==> config.mk <==
export PLATFORM = sky130hd
export DESIGN_NAME = prog_updown_counter
export DESIGN_NICKNAME = d
export VERILOG_FILES = /design/src/rtl/prog_updown_counter.sv
export SDC_FILE = /design/constraint.sdc
export NUM_CORES = 1
export LEC_CHECK = 0
export ABC_AREA = 1
export CAP_MARGIN = 20
export CORE_ASPECT_RATIO = 0.6
export CORE_MARGIN = 8
export CORE_UTILIZATION = 56
export CTS_BUF_LIST = sky130_fd_sc_hd__clkbuf_4
export DETAILED_ROUTE_END_ITERATION = 8
export HOLD_SLACK_MARGIN = 0.06
export PLACE_DENSITY = 0.84
export SETUP_SLACK_MARGIN = 0.5
export SKIP_CTS_REPAIR_TIMING = 1
export SLEW_MARGIN = 40
export SYNTH_ARGS = -nofsm -noshare
export SYNTH_HDL_FRONTEND = slang
export SYNTH_SLANG_ARGS = --single-unit
export TNS_END_PERCENT = 10
==> constraint.sdc <==
create_clock -name clk -period 4.58 [get_ports clk]
set_clock_uncertainty 0.05 [all_clocks]
set_input_delay 0.687 -clock clk [delete_from_list [all_inputs] [get_ports clk]]
set_output_delay 0.687 -clock clk [all_outputs]
set_load 0.05 [all_outputs]
==> src/rtl/prog_updown_counter.sv <==
// Programmable-step up/down counter with inclusive limit and wrap/saturate/one-shot overflow modes.
// Outputs are registered one edge after the sampled inputs, except at_limit, which is combinational.
module prog_updown_counter #(
  parameter int WIDTH  = 8,
  parameter int STEP_W = 4
) (
  input  logic              clk,
  input  logic              rst,
  input  logic [WIDTH-1:0]  in_val,
  input  logic              load,
  input  logic              up_down,
  input  logic              count_en,
  input  logic [STEP_W-1:0] step,
  input  logic [WIDTH-1:0]  limit,
  input  logic [1:0]        mode,
  output logic [WIDTH-1:0]  out_val,
  output logic              carry_out,
  output logic              at_limit,
  output logic              busy,
  output logic              done
);

  typedef enum logic {IDLE, RUN} state_t;

  localparam logic [1:0] MODE_SAT = 2'b01;
  localparam logic [1:0] MODE_OS  = 2'b10;

  state_t           state_q, state_d;
  logic [WIDTH-1:0] cnt_q, cnt_d;
  logic             carry_q, carry_d;
  logic             done_q, done_d;
  logic             busy_q, busy_d;

  logic [WIDTH:0]   step_x, cnt_x, lim_x, up_c, dn_c;
  logic             ovf, unf, oob, step_nz, is_os;
  logic [WIDTH-1:0] sat_nxt, wrap_nxt, ld_val, term;

  // One extra bit keeps both the overshoot above limit and the borrow below zero visible.
  assign step_x  = {{(WIDTH + 1 - STEP_W){1'b0}}, step};
  assign cnt_x   = {1'b0, cnt_q};
  assign lim_x   = {1'b0, limit};
  assign up_c    = cnt_x + step_x;
  assign dn_c    = cnt_x - step_x;
  assign ovf     = up_c > lim_x;
  assign unf     = dn_c[WIDTH];
  assign oob     = up_down ? ovf : unf;
  assign step_nz = |step;
  assign is_os   = (mode == MODE_OS);

  assign sat_nxt  = up_down ? (ovf ? limit : up_c[WIDTH-1:0])
                            : (unf ? '0    : dn_c[WIDTH-1:0]);
  assign wrap_nxt = up_down ? (ovf ? '0    : up_c[WIDTH-1:0])
                            : (unf ? limit : dn_c[WIDTH-1:0]);
  assign ld_val   = (in_val > limit) ? limit : in_val;
  assign term     = up_down ? limit : '0;

  always_comb begin
    state_d = state_q;
    cnt_d   = cnt_q;
    carry_d = 1'b0;
    done_d  = 1'b0;
    if (load) begin
      cnt_d   = ld_val;
      state_d = is_os ? RUN : IDLE;
    end else if (!is_os) begin
      state_d = IDLE;
      if (count_en && step_nz) begin
        cnt_d   = (mode == MODE_SAT) ? sat_nxt : wrap_nxt;
        carry_d = oob;
      end
    end else if (state_q == RUN && count_en && step_nz) begin
      // A run sitting on its terminal ends without moving; otherwise it ends on reaching it.
      if (cnt_q == term) begin
        state_d = IDLE;
        done_d  = 1'b1;
      end else begin
        cnt_d   = sat_nxt;
        carry_d = oob;
        if (sat_nxt == term) begin
          state_d = IDLE;
          done_d  = 1'b1;
        end
      end
    end
    busy_d = (state_d == RUN);
  end

  always_ff @(posedge clk or posedge rst) begin
    if (rst) begin
      state_q <= IDLE;
      cnt_q   <= '0;
      carry_q <= 1'b0;
      done_q  <= 1'b0;
      busy_q  <= 1'b0;
    end else begin
      state_q <= state_d;
      cnt_q   <= cnt_d;
      carry_q <= carry_d;
      done_q  <= done_d;
      busy_q  <= busy_d;
    end
  end

  assign out_val   = cnt_q;
  assign carry_out = carry_q;
  assign busy      = busy_q;
  assign done      = done_q;
  assign at_limit  = (cnt_q == limit);

endmodule
# After elaboration in Yosys (flattened, before gate mapping)
# Index checks and enable logic that the tools add are counted.
# Widths: inputs -> output; s select.
# classes
n_addsub	2
n_reduce_logical	7
eq_ne	8
muxes	31
magnitude_cmp	2
# op_table
cell	count
$mux 8	14
$eq 8x8->1	3
$mux 1	17
$add 8x4->9	1
$gt 9x8->1	1
$sub 8x4->9	1
$gt 8x8->1	1
$ne 4x2->1 const B	1
$reduce_or 4->1	1
$logic_and 1x1->1	3
$ne 3x2->1 const B	1
$ne 3x3->1 const B	1
$reduce_and 3->1	1
$reduce_bool 3->1	1
$eq 2x1->1 const B	1
$eq 2x2->1 const B	1
$reduce_and 2->1	1
# totals
inputBits	27
word_cells	54
regBits	11

# Longest topological paths before layout
# logic_depth
ltp_word	10
mapped_depth	30
ltp_nobuf	30

# Worst setup path after synthesis
# OpenSTA, ideal clock, no wires.
# synth_timing
path_kind	flip-flop to output port
startpoint	reg cnt_q[6] (netlist: out_val[6])
endpoint	out at_limit
stages_incl_launch_ff	6
arrival_time_ns	2.806
path_slack_ns	1.037
t_required_ns	3.843
cell_sequence	dfrtp_1 > inv_1 > nand2_1 > nand2_1 > nor3_1 > nor4b_1
# synth_via
elab_chain_cells	1
# synth_rtl
element	line_no	rtl
start: declaration	29	logic [WIDTH-1:0] cnt_q, cnt_d;
start signal: assignment	97	cnt_q <= cnt_d;
$eq 8x8->1	108	assign at_limit = (cnt_q == limit);
end: declaration	18	output logic at_limit,
# Every way passes these cells.

# Worst setup path after layout
# layout_timing
startpoint	in step[0]
endpoint	reg busy_q (netlist: busy)
# layout_via
elab_chain_cells	7
word_cells_on_any_way	12
classes_between	2 x add/sub; 1 x order compare; 3 x eq/ne; 3 x mux; 3 x reduce/logical
# layout_rtl
element	line_no	rtl
start: declaration	13	input logic [STEP_W-1:0] step,
$add 8x4->9	42	assign up_c = cnt_x + step_x;
$gt 9x8->1	44	assign ovf = up_c > lim_x;
$mux 8 (2 in series)	50	assign sat_nxt = up_down ? (ovf ? limit : up_c[WIDTH-1:0])
$eq 8x8->1	79	if (sat_nxt == term) begin
$ne 4x2->1 (no line)	n/a	
$reduce_and 2->1 (no line) (*)	n/a	
end signal: assignment	100	busy_q <= busy_d;
end: declaration	32	logic busy_q, busy_d;
# Mark *: on every way between the ends. The rest lies on a longest branch, timed or not.
# A chain may end at the register's enable or synchronous reset.

==> impl_metrics.py <==
metrics = {
    "sta": {
        "relSlewSlack_pct": 60.54,
        "tightestPinTransition_ns": 0.5918,
        "hold_viol_final": 0,
        "finalSetupViolCount": 0,
        "fin_crit_ns": 3.801,
        "tns_ns": 0,
        "setup_ws_ns": 0.7794,
        "rsz0062_at_grt": "no",
        "final.period_utilization_pct": 82.98,
        "slew_viol_final": 0,
        "hold-worst-slack_ns": 0.4725,
        "max_clock_freq_mhz": 263.1,
    },
    "worst_hold_path": {
        "worstHoldStart": "busy$_DFFE_PP0P_",
        "hold_class": "reg -> reg",
        "min_delay_path_depth": 2,
        "min_to": "busy$_DFFE_PP0P_",
    },
    "critical_path": {
        "crit_path_end_kind": "flip-flop",
        "r2r_setup_slack_ns": 0.91,
        "reg2reg_depth": 28,
        "crit_top_cell": "nand2_1",
        "crit_type": "in -> reg",
        "slowest_stage": "fa_2",
        "critPathMaxStageDelay_ns": 0.37,
        "reg2reg_from": "out_val[0]$_DFFE_PP0P_",
        "worstPathRequired_ns": 4.71,
        "r2r-end": "busy$_DFFE_PP0P_",
        "worstPathArrival_ns": 3.93,
        "crit_fanout": 10,
        "crit_path_start_kind": "primary input",
    },
    "placement": {
        "place_congestion": 1.026,
        "dp_cells": 454,
        "pre_cts_slack_ns": 0.04769,
        "dp_hpwl_mm": 6.254,
        "io_buffers": 38,
        "post_dp_cell_area_mm2": 0.002683,
    },
    "global_route": {
        "overflow": 0,
        "grt_pass1_vias": 2403,
        "grt_usage_pct": 23.05,
        "grt.busiest_layer": "met2",
        "antenna_found_initial": 0,
        "grt_pass1_wl_mm": 12.09,
        "use_met1_pct": 32.20,
        "use_met3_pct": 8.114,
        "use_met2_pct": 33.05,
        "grt_max_degree": 25,
    },
    "floorplan": {
        "core_area_mm2": 0.004009,
        "rows": 18,
        "dieHeight_um": 65.44,
        "start_util_pct": 56.90,
        "die_w_um": 98.39,
        "ios": 39,
        "dieArea_mm2": 0.006438,
    },
    "logic_synthesis": {
        "synth_fa_ha_area_share_pct": 14.92,
        "synth_xor_area_share_pct": 3.456,
        "synthSimpleGateAreaFrac_pct": 38.84,
        "synth_top_family_by_area": "simple AND/OR/NAND/NOR gates",
        "synth-compound-area-share_pct": 18.65,
        "yosys-top-cells-area": "nand2_1 17%, ha_1 13%, dfrtp_1 12%",
        "yosysWarnings": 0,
        "ys_seq_elements": 11,
        "syn_inst": 371,
        "synth_largest_area_cell": "nand2_1",
        "synth.mux.area_fraction_pct": 0,
        "synth.distinct_cells": 40,
        "ys.flop_type": "dfrtp_1",
        "syn_nets": 424,
        "netlist_area_mm2": 0.002281,
        "synth_top_area_share_pct": 16.95,
        "syn_area_per_cell_um2": 6.148,
        "async_flop_share_pct": 100.0,
        "seq_area_frac_synth_pct": 12.07,
        "synth_edf_count": 0,
    },
    "layout": {
        "fillers": 342,
        "final_common_cell": "nand2_1",
        "nets": 466,
        "drive_above_1_share_pct": 9.709,
        "n_antenna_cell": 0,
        "syn_to_final_growth_pct": 22.76,
        "layout.cells.non_filler": 462,
        "multiInputGateArea_mm2": 0.001783,
        "regArea_um2": 275.3,
        "final_util_pct": 69.85,
        "final_cell_mix": "101 x nand2_1, 53 x inv_1, 35 x nand3_1",
        "fin_area_mm2": 0.002800,
    },
    "clocking": {
        "cts_sinks": 11,
        "clock_latency_ns": 0.29,
        "clk_pin_slew_ns": 0.07,
        "htreeDepth": 1,
        "cts_tree": "built",
        "cts_inserted_buffers": 3,
        "cts_buffer_depth": 2,
        "cts-root-buf": "clkbuf_4",
    },
    "drt": {
        "via_per_inst": 6.104,
        "ant_nets": 0,
        "firstDrtPassIters": 6,
        "drc": 0,
        "wire_per_inst_um": 16.99,
        "vias": 2820,
        "drt_iter0_markers": 327,
        "totalWireLength_mm": 7.851,
    },
    "pwr": {
        "power_mw": 1.064,
        "p_per_area_mw_per_mm2": 380.0,
        "p_leak_nw": 1.468,
        "ir_drop_mv": 0.2442,
    },
    "flow_run": {
        "cap_violations": 0,
    },
    "outcome": {
        "status": "finished clean",
    },
}
[per-layer routing]
layer	up-vias	part of all wire (%)
li1	1333	-
met2	198	41
met4	0	1.2
met3	14	14
met5	-	0
met1	1275	43
[synth_stat cells, types with 2 or more instances]
master     instances
nand2_1          103
nand2_8            2
nand4_1            8
fa_1               2
dfrtp_1           11
nand3_2            3
nor2_1            22
ha_1              24
nand2_2            3
buf_6              2
o22ai_1            5
xor2_1             8
o211ai_1           9
o21ai_0           25
o2111ai_1          2
nand4_2            2
nand3_1           35
inv_1             53
o211a_1            2
nor3_1             3
inv_2              3
clkbuf_1           3
nor4_1             3
a21oi_1           22
[logic make-up (layout without fill, tap and decap cells)]
| logic type | count (synthesis) | in the layout |
|---|---|---|
| compound gates | 71 | 71 |
| flops | 11 | 11 |
| fa+ha+maj | 26 | 26 |
| simple gates | 189 | 189 |
| buf+inv | 65 | 106 |
| xor+xnor | 9 | 9 |
[final cells by class]
cell class | instances | share of cell area, %
inverters | 57 | 7.641
clock buffers | 4 | 1.072
multi-input cells | 295 | 63.67
flip-flops and latches | 11 | 9.830
repair buffers | 45 | 15.55
well taps | 50 | 2.234
[sequential cells by signal, indices dropped and copies added (netlist names)]
name,cells
done,1
out_val,8
busy,1
carry_out,1
[how the worst max path moves through the flow]
stage,start,to,slack (ns),depth (start not counted)
global route,step[0],busy$_DFFE_PP0P_,0.51,30
floorplan,out_val[6]$_DFFE_PP0P_,at_limit,1.04,5
global placement,step[2],busy$_DFFE_PP0P_,0.13,28
detailed placement,step[2],busy$_DFFE_PP0P_,0.05,28
finish,step[0],busy$_DFFE_PP0P_,0.78,29
CTS,step[2],busy$_DFFE_PP0P_,0.33,28
[power by group]
part / switching, mW / internal [mW]
clock: 0.0390 / 0.0398
sequential: 0.0450 / 0.115
combinational: 0.524 / 0.301
[critical path, delay by kind of cell]
kind / cells / cell delay [ns]
AND/OR/NAND/NOR: 19 / 1.45
adder cells (fa/ha/maj): 3 / 0.87
buffers and inverters: 4 / 0.47
AO/OA/AOI/OAI: 2 / 0.25
XOR/XNOR: 1 / 0.18
No activity file was read; power rests on OpenSTA's default activity.
